===== config.mk =====
export PLATFORM = sky130hd
export DESIGN_NAME = mem_arbiter
export DESIGN_NICKNAME = d
export VERILOG_FILES = /design/src/rtl/mem_arbiter.sv
export SDC_FILE = /design/constraint.sdc
export NUM_CORES = 1
export LEC_CHECK = 0
export CAP_MARGIN = 15
export CORE_ASPECT_RATIO = 0.9
export CORE_MARGIN = 10
export CORE_UTILIZATION = 48
export DETAILED_ROUTE_END_ITERATION = 12
export PLACE_DENSITY = 0.81
export RECOVER_POWER = 25
export SYNTH_ARGS = -nofsm -noshare
export SYNTH_HDL_FRONTEND = slang
export SYNTH_SLANG_ARGS = --single-unit

===== constraint.sdc =====
create_clock -name clk -period 2.06 [get_ports clk]
set_input_delay 0.412 -clock clk [delete_from_list [all_inputs] [get_ports clk]]
set_output_delay 0.412 -clock clk [all_outputs]
set_load 0.05 [all_outputs]

===== src/rtl/mem_arbiter.sv =====
// mem_arbiter: shares one memory port between instruction fetch (F) and
// load/store (D). Each port's one-cycle strobe is latched into a pending slot.
// Pending slots are granted round-robin. The memory request is held until
// mem_valid or a timeout, and the owner then gets a one-cycle response pulse.
//
// Ports:
//   clk, reset                 clock; synchronous active-high reset
//   f_req, f_addr              fetch strobe and address
//   f_valid, f_rdata, f_err    fetch response pulse, data, timeout flag
//   d_req, d_addr, d_wdata,    load/store strobe, address, store data,
//   d_wstrb                    byte strobes (0000 = load)
//   d_valid, d_rdata, d_err    load/store response pulse, data, timeout flag
//   overrun                    pulse: a strobe was dropped
//   busy                       transaction in flight or a slot pending
//   mem_ready, mem_addr,       memory request and its payload, held stable
//   mem_wdata, mem_wstrb,      while waiting
//   mem_instr                  transaction belongs to F
//   mem_valid, mem_rdata       memory response

package mem_arbiter_pkg;
  localparam int unsigned AW = 32;
  localparam int unsigned DW = 32;
  localparam int unsigned SW = 4;

  // Payload of one memory transaction
  typedef struct packed {
    logic [AW-1:0] addr;
    logic [DW-1:0] wdata;
    logic [SW-1:0] wstrb;
  } mem_req_t;
endpackage

module mem_arbiter
  import mem_arbiter_pkg::*;
#(
  parameter int unsigned TIMEOUT = 64,
  parameter int unsigned CNT_W   = 8
) (
  input  logic          clk,
  input  logic          reset,
  input  logic          f_req,
  input  logic [AW-1:0] f_addr,
  output logic          f_valid,
  output logic [DW-1:0] f_rdata,
  output logic          f_err,
  input  logic          d_req,
  input  logic [AW-1:0] d_addr,
  input  logic [DW-1:0] d_wdata,
  input  logic [SW-1:0] d_wstrb,
  output logic          d_valid,
  output logic [DW-1:0] d_rdata,
  output logic          d_err,
  output logic          overrun,
  output logic          busy,
  output logic          mem_ready,
  input  logic          mem_valid,
  output logic [AW-1:0] mem_addr,
  output logic [DW-1:0] mem_wdata,
  output logic [SW-1:0] mem_wstrb,
  output logic          mem_instr,
  input  logic [DW-1:0] mem_rdata
);

  // Last counter value before a silent memory is abandoned
  localparam bit             TO_EN   = (TIMEOUT != 0);
  localparam logic [CNT_W-1:0] TO_LAST = (TIMEOUT == 0) ? '0 : CNT_W'(TIMEOUT - 1);

  typedef enum logic {IDLE, WAIT} state_t;

  state_t           state, state_n;
  logic             pend_f, pend_f_n;
  logic             pend_d, pend_d_n;
  logic [AW-1:0]    f_slot, f_slot_n;
  mem_req_t         d_slot, d_slot_n;
  logic             owner_d, owner_d_n;   // 1: D owns the transaction in flight
  logic             last_d, last_d_n;     // 1: D was granted last
  logic [CNT_W-1:0] cnt, cnt_n;
  mem_req_t         mem_req, mem_req_n;
  logic             mem_ready_n, mem_instr_n;
  logic             f_valid_n, f_err_n, d_valid_n, d_err_n;
  logic [DW-1:0]    f_rdata_n, d_rdata_n;
  logic             overrun_n, busy_n;

  logic             resp_hit, resp_tmo, grant_d;
  logic             f_owns, d_owns, f_drop, d_drop;
  logic [DW-1:0]    resp_data;

  assign mem_addr  = mem_req.addr;
  assign mem_wdata = mem_req.wdata;
  assign mem_wstrb = mem_req.wstrb;

  // State and registered outputs
  always_ff @(posedge clk) begin
    if (reset) begin
      state     <= IDLE;
      pend_f    <= 1'b0;
      pend_d    <= 1'b0;
      f_slot    <= '0;
      d_slot    <= '0;
      owner_d   <= 1'b0;
      last_d    <= 1'b1;
      cnt       <= '0;
      mem_req   <= '0;
      mem_ready <= 1'b0;
      mem_instr <= 1'b0;
      f_valid   <= 1'b0;
      f_rdata   <= '0;
      f_err     <= 1'b0;
      d_valid   <= 1'b0;
      d_rdata   <= '0;
      d_err     <= 1'b0;
      overrun   <= 1'b0;
      busy      <= 1'b0;
    end else begin
      state     <= state_n;
      pend_f    <= pend_f_n;
      pend_d    <= pend_d_n;
      f_slot    <= f_slot_n;
      d_slot    <= d_slot_n;
      owner_d   <= owner_d_n;
      last_d    <= last_d_n;
      cnt       <= cnt_n;
      mem_req   <= mem_req_n;
      mem_ready <= mem_ready_n;
      mem_instr <= mem_instr_n;
      f_valid   <= f_valid_n;
      f_rdata   <= f_rdata_n;
      f_err     <= f_err_n;
      d_valid   <= d_valid_n;
      d_rdata   <= d_rdata_n;
      d_err     <= d_err_n;
      overrun   <= overrun_n;
      busy      <= busy_n;
    end
  end

  // Next state: capture, arbitration, wait/timeout, response routing
  always_comb begin
    state_n     = state;
    pend_f_n    = pend_f;
    pend_d_n    = pend_d;
    f_slot_n    = f_slot;
    d_slot_n    = d_slot;
    owner_d_n   = owner_d;
    last_d_n    = last_d;
    cnt_n       = cnt;
    mem_req_n   = mem_req;
    mem_ready_n = mem_ready;
    mem_instr_n = mem_instr;
    f_valid_n   = 1'b0;
    f_rdata_n   = f_rdata;
    f_err_n     = 1'b0;
    d_valid_n   = 1'b0;
    d_rdata_n   = d_rdata;
    d_err_n     = 1'b0;
    resp_hit    = 1'b0;
    resp_tmo    = 1'b0;
    grant_d     = 1'b0;
    resp_data   = '0;

    if (state == WAIT) begin
      if (mem_valid) begin
        resp_hit = 1'b1;
      end else if (TO_EN && (cnt == TO_LAST)) begin
        resp_tmo = 1'b1;
      end
    end

    // Ownership ends on the edge the response is delivered
    f_owns = (state == WAIT) && !owner_d && !(resp_hit || resp_tmo);
    d_owns = (state == WAIT) &&  owner_d && !(resp_hit || resp_tmo);
    f_drop = f_req && (pend_f || f_owns);
    d_drop = d_req && (pend_d || d_owns);

    case (state)
      IDLE: begin
        if (pend_f || pend_d) begin
          // On a tie the port not granted last wins
          grant_d = pend_d && (!pend_f || !last_d);
          if (grant_d) begin
            mem_req_n   = d_slot;
            mem_instr_n = 1'b0;
            pend_d_n    = 1'b0;
          end else begin
            mem_req_n       = '0;
            mem_req_n.addr  = f_slot;
            mem_instr_n     = 1'b1;
            pend_f_n        = 1'b0;
          end
          owner_d_n   = grant_d;
          last_d_n    = grant_d;
          mem_ready_n = 1'b1;
          cnt_n       = '0;
          state_n     = WAIT;
        end
      end
      WAIT: begin
        if (resp_hit || resp_tmo) begin
          // Stores and timeouts return zero data
          if (resp_hit && (mem_req.wstrb == '0)) begin
            resp_data = mem_rdata;
          end
          mem_ready_n = 1'b0;
          state_n     = IDLE;
          if (owner_d) begin
            d_valid_n = 1'b1;
            d_err_n   = resp_tmo;
            d_rdata_n = resp_data;
          end else begin
            f_valid_n = 1'b1;
            f_err_n   = resp_tmo;
            f_rdata_n = resp_data;
          end
        end else begin
          cnt_n = cnt + CNT_W'(1);
        end
      end
      default: state_n = IDLE;
    endcase

    // Capture never collides with a grant of the same slot: both need opposite pend values
    if (f_req && !f_drop) begin
      pend_f_n = 1'b1;
      f_slot_n = f_addr;
    end
    if (d_req && !d_drop) begin
      pend_d_n       = 1'b1;
      d_slot_n.addr  = d_addr;
      d_slot_n.wdata = d_wdata;
      d_slot_n.wstrb = d_wstrb;
    end

    overrun_n = f_drop || d_drop;
    busy_n    = (state_n != IDLE) || pend_f_n || pend_d_n;
  end

endmodule


# ---- Word-level counts from Yosys, hierarchy flattened
# Cells that the tools add are included.
dict set report word_totals {
  ff_bits 253
  output_inout_bits 140
  wordCells 91
}
dict set report classes {
  addsub 1
  eq_ne 4
  muxes 27
  bitwise 3
  n_reduce_logical 33
}
# cell count
set op_table {}
lappend op_table {{68-bit two-way mux} 1}
lappend op_table {{32-bit two-way mux} 1}
lappend op_table {{1-bit two-way mux} 20}
lappend op_table {{8-bit two-way mux} 2}
lappend op_table {{8-bit case mux with 2 select lines} 1}
lappend op_table {{1-bit logical AND} 10}
lappend op_table {{8-bit by 1-bit adder with 8-bit output (second input constant)} 1}
lappend op_table {{8-bit by 6-bit equality test with 1-bit output (second input constant)} 1}
lappend op_table {{1-bit logical OR} 8}
lappend op_table {{4-bit OR reduction} 2}
lappend op_table {{1-bit zero test} 6}
lappend op_table {{2-bit AND reduction} 3}
lappend op_table {{3-bit AND reduction} 2}
lappend op_table {{4-bit zero test} 1}
lappend op_table {{2-bit inequality test (second input constant)} 2}
lappend op_table {{1-bit case mux with 2 select lines} 2}
lappend op_table {{1-bit NOT} 3}
lappend op_table {{3-bit OR reduction} 1}
lappend op_table {{2-bit by 1-bit inequality test with 1-bit output (second input constant)} 1}

# ---- Longest topological paths before layout
dict set report depth {
  word_depth 14
  mapped_depth 8
  ltp_nobuf 5
}

# ---- Worst setup path before layout
# Ideal clock, no wire load.
dict set report synth_path {
  kind {register to register}
  start {reg cnt[0]}
  end {reg pend_d}
  setup_ps 115
  arrival_ps 1585
  required_ps 1945
  slack_ps 360
  stages_incl_launch_ff 9
  cell_sequence {dfxtp_1 -> ha_1 -> and4bb_4 -> a21oi_4 -> a21oi_2 -> buf_6 -> buf_8 -> buf_8 -> o21a_1}
}
dict set report synth_via {
  elab_chain_len 12
}
# item line
set synth_rtl {}
lappend synth_rtl {{start: declaration} 77} ;# logic [CNT_W-1:0] cnt, cnt_n;
lappend synth_rtl {{start signal: assignment} 122} ;# cnt <= cnt_n;
lappend synth_rtl {{8-bit by 6-bit equality test with 1-bit output} 164} ;# end else if (TO_EN && (cnt == TO_LAST)) begin
lappend synth_rtl {{1-bit two-way mux} 164}
lappend synth_rtl {{1-bit two-way mux} 162} ;# if (mem_valid) begin
lappend synth_rtl {{1-bit two-way mux} 161} ;# if (state == WAIT) begin
lappend synth_rtl {{1-bit logical OR} 171} ;# d_owns = (state == WAIT) && owner_d && !(resp_hit || resp_tmo);
lappend synth_rtl {{1-bit zero test} 171}
lappend synth_rtl {{1-bit logical AND} 171}
lappend synth_rtl {{1-bit logical OR} 173} ;# d_drop = d_req && (pend_d || d_owns);
lappend synth_rtl {{1-bit logical AND} 173}
lappend synth_rtl {{1-bit zero test} 226} ;# if (d_req && !d_drop) begin
lappend synth_rtl {{1-bit logical AND} 226}
lappend synth_rtl {{1-bit two-way mux} 226}
lappend synth_rtl {{end signal: assignment} 117} ;# pend_d <= pend_d_n;
lappend synth_rtl {{end: declaration} 72} ;# logic pend_d, pend_d_n;
# No other way between the ends.
# A chain may end at the register's enable or synchronous reset.

# ---- Final worst setup path
dict set report layout_path {
  start {reg cnt[0]}
  end {reg f_rdata[14]}
}
dict set report layout_via {
  elab_chain_len 6
}
# item line
set layout_rtl {}
lappend layout_rtl {{8-bit by 6-bit equality test with 1-bit output} 164}
lappend layout_rtl {{1-bit two-way mux} 164}
lappend layout_rtl {{1-bit two-way mux} 162}
lappend layout_rtl {{1-bit two-way mux} 161}
lappend layout_rtl {{1-bit logical OR} 198} ;# if (resp_hit || resp_tmo) begin
lappend layout_rtl {{3-bit AND reduction (no line)} -}
lappend layout_rtl {{end signal: assignment} 127} ;# f_rdata <= f_rdata_n;
lappend layout_rtl {{end: declaration} 44} ;# output logic [DW-1:0] f_rdata,
# No other way between the ends.

==> impl_metrics.csv <==
group,metric,value,unit
synth,synth.distinct_cells,43,
die,io_pins,277,
synth,synth_top_area_share,52.7,%
die,dieArea,0.0261,mm²
sta,maxSlewHeadroom,44.2,%
route,drtIter0Drc,487,
sta,setup_viol,0,
cts,clk_latency,0.52,ns
cts,h-tree-depth,1,
global_routing,grt_pass1_vias,8223,
cts,clockBufferDepth,3,
global_routing,track_usage,20.4,%
route,ant_nets,0,
power,power_frac_clock,42.8,%
synth,yosysMostFrequentCell,"nand2_1",
synth,yosysSeqAreaShare,52.7,%
synth,synth.area.top_cells,"dfxtp_1, mux2i_1, nand2_1",
critical_path,required,2.50,ns
placement,portBuffers,276,
power,netSwitchingPower,2.81,mW
critical_path,criticalPathCategory,"reg2reg",
synth,synthCells,1005,
sta,fin_crit_sh,93.7,%
synth,async_flop_share,0,%
synth,synth_seq_cells,253,
critical_path,end_kind,"flip-flop",
outcome,run_status,"completed",
power,power.leakage,6.08,nW
synth,avgSynthCellArea,9.57,µm²
power,internal_power,8.72,mW
run,drv_cap,0,
critical_path,path_cells,"ha_2 > and4bb_4 > a21oi_1 > nor3b_4 > buf_4 > buf_6 > mux2i_1",
global_routing,grt_pass1_wl,44100,µm
route,drc,0,
layout,drive_gt1_share,6.73,%
sta,min_period,1.93,ns
die,rows,49,
sta,rsz0062_at_grt,"no",
cts,numClockSinks,253,
synth,syn-num-nets,1143,
global_routing,overflow,0,
layout,syn_to_final_growth,39.3,%
cts,cts_tree,"done",
placement,place.gp.congestion,0.847,
die,die_h,154,µm
synth,synth_ff_type,"dfxtp_1",
synth,synth_edf_count,0,
sta,timing.final.hold_violations,0,
cts,cts_root_buf,"clkbuf_16",
power,pwr-share-comb,11.8,%
synth,synth_commonest_cells,"nand2_1, dfxtp_1, mux2i_1",
cts,ctsHoldBuffers,0,
route,wl,28300,µm
critical_path,crit_fanout,16,
critical_path,worst_path_max_delay_cell,"dfxtp_1",
placement,hpwl,19500,µm
critical_path,max_stage_delay,0.37,ns
power,powerDensity,860,mW/mm²
cts,numCtsBuffers,26,
sta,clock.fmax,518,MHz
route,vias,7990,
power,swShare,24.4,%
die,core_area,0.0199,mm²
sta,worst_slew_pin_slew,0.832,ns
sta,fin_tns_setup,0,ns
cts,cts.reportedPaths.clkPinSlew,0.07,ns
synth,synth_top_area_cell,"dfxtp_1",
synth,syn_area,0.00962,mm²
route,first_pass_iters,7,
global_routing,antenna_found_initial,2,
critical_path,cp_data_arrival_time,2.37,ns
synth,yosys_warnings,0,
global_routing,grt_max_degree,140,
layout,postLayoutCellArea,0.0134,mm²
power,ir_drop,0.590,mV
route,wl_per_cell,18.5,µm
die,fp.dieW,169,µm
sta,skew,0.00691,ns
critical_path,start_kind,"flip-flop",
route,drt-vias-per-instance,5.21,
placement,placed_area,0.0126,mm²
power,seq_power_share,45.4,%
layout,layout.nets,1396,
die,start_util,48.4,%
hold_path,hold_class,"reg2reg",
sta,drv_slew,0,
## final cells by class
class | count | area [µm²]
timing repair buffer | 303 | 2930
tap | 255 | 319
antenna | 2 | 5.00
clock inverter | 12 | 166
multi-input combinational | 670 | 4160
inverter | 4 | 22.5
sequential | 253 | 5060
clock buffer | 36 | 739
fill | 1637 | 6460
## per-stage QoR
step | power [mW] | hold slack [ns] | utilization [%] | setup slack, ns | instances
final | 11.5 | 0.434 | 67.5 | 0.129 | 1535
after global routing | 11.9 | 0.434 | 67.4 | 0.00307 | 1534
after CTS | 11.6 | 0.428 | 67.3 | 0.00210 | 1530
after detailed placement | 6.72 | 0.431 | 63.6 | 0.0186 | 1482
after global placement | 6.69 | 0.426 | 63.6 | 0.0532 | 1482
after floorplan | 6.13 | 0.425 | - | 0.360 | 1005
## per-layer routing
layer  vias up  track usage [%]  wire, µm
met1      3784             23.0     11100
met2       252             34.2     13600
met5         -                0         0
met4         0             6.16       749
li1       3906                -         -
met3        48             8.97      2910
## cell families after synthesis
logic type | after synthesis | share of synthesized area, %
simple gates | 388 | 16.4
mux | 166 | 17.3
buf+inv | 82 | 4.49
fa+ha+maj | 1 | 0.130
flops | 253 | 52.7
compound gates | 115 | 9.07
## cell usage in the layout (no fill, tap or decap), types with 4 or more instances in the layout
master and instances:
a21oi_1 12, a222oi_1 8, a22o_1 36, a22oi_1 25, buf_12 10, buf_4 19
bufinv_16 4, clkbuf_1 10, clkbuf_16 28, clkdlybuf4s50_1 136, clkinv_2 6, dfxtp_1 253
dlygate4sd2_1 128, dlymetal6s2s_1 4, mux2i_1 165, nand2_1 339, nand2b_1 5, nand3_1 8
nor2_1 13, o21ai_0 21
## worst max-delay path, delay by kind of cell, from the launching register on
family | cells | cell delay [ns]
AO/OA/AOI/OAI | 1 | 0.13
AND/OR/NAND/NOR | 2 | 0.48
adder cells (fa/ha/maj) | 1 | 0.24
multiplexers | 1 | 0.22
buffers and inverters | 2 | 0.41
flip-flops | 1 | 0.37
## power by group through the flow
stage	logic [mW]	clock network [mW]	registers, mW
floorplan	0.638	0	5.49
global placement	1.36	0	5.33
detailed placement	1.38	0	5.34
CTS	1.36	5.02	5.23
global route	1.45	5.22	5.26
finish	1.36	4.94	5.23
## state kept, by name (all words and copies together) (netlist names), 4 cells and up
name	count
d_slot	68
mem_wstrb	4
cnt	8
mem_wdata	32
mem_addr	32
f_rdata	32
d_rdata	32
f_slot	32
## timing repair
action	4_1_cts	5_1_grt
resized for setup	128	7
gates cloned	0	1
pin swaps	0	1
endpoints found under the setup margin	128	5
setup buffers	0	2
## final timing paths
check,from,endpoint,slack (ns),cells after the start
worst max register to register,cnt[0],f_rdata[14],0.13,7
worst min-delay path,mem_addr[23],mem_addr[23],0.43,2
worst min register to register,mem_addr[23],mem_addr[23],0.43,2
worst max-delay path,cnt[0],f_rdata[14],0.13,7
Power figures use the tool's default switching activity.
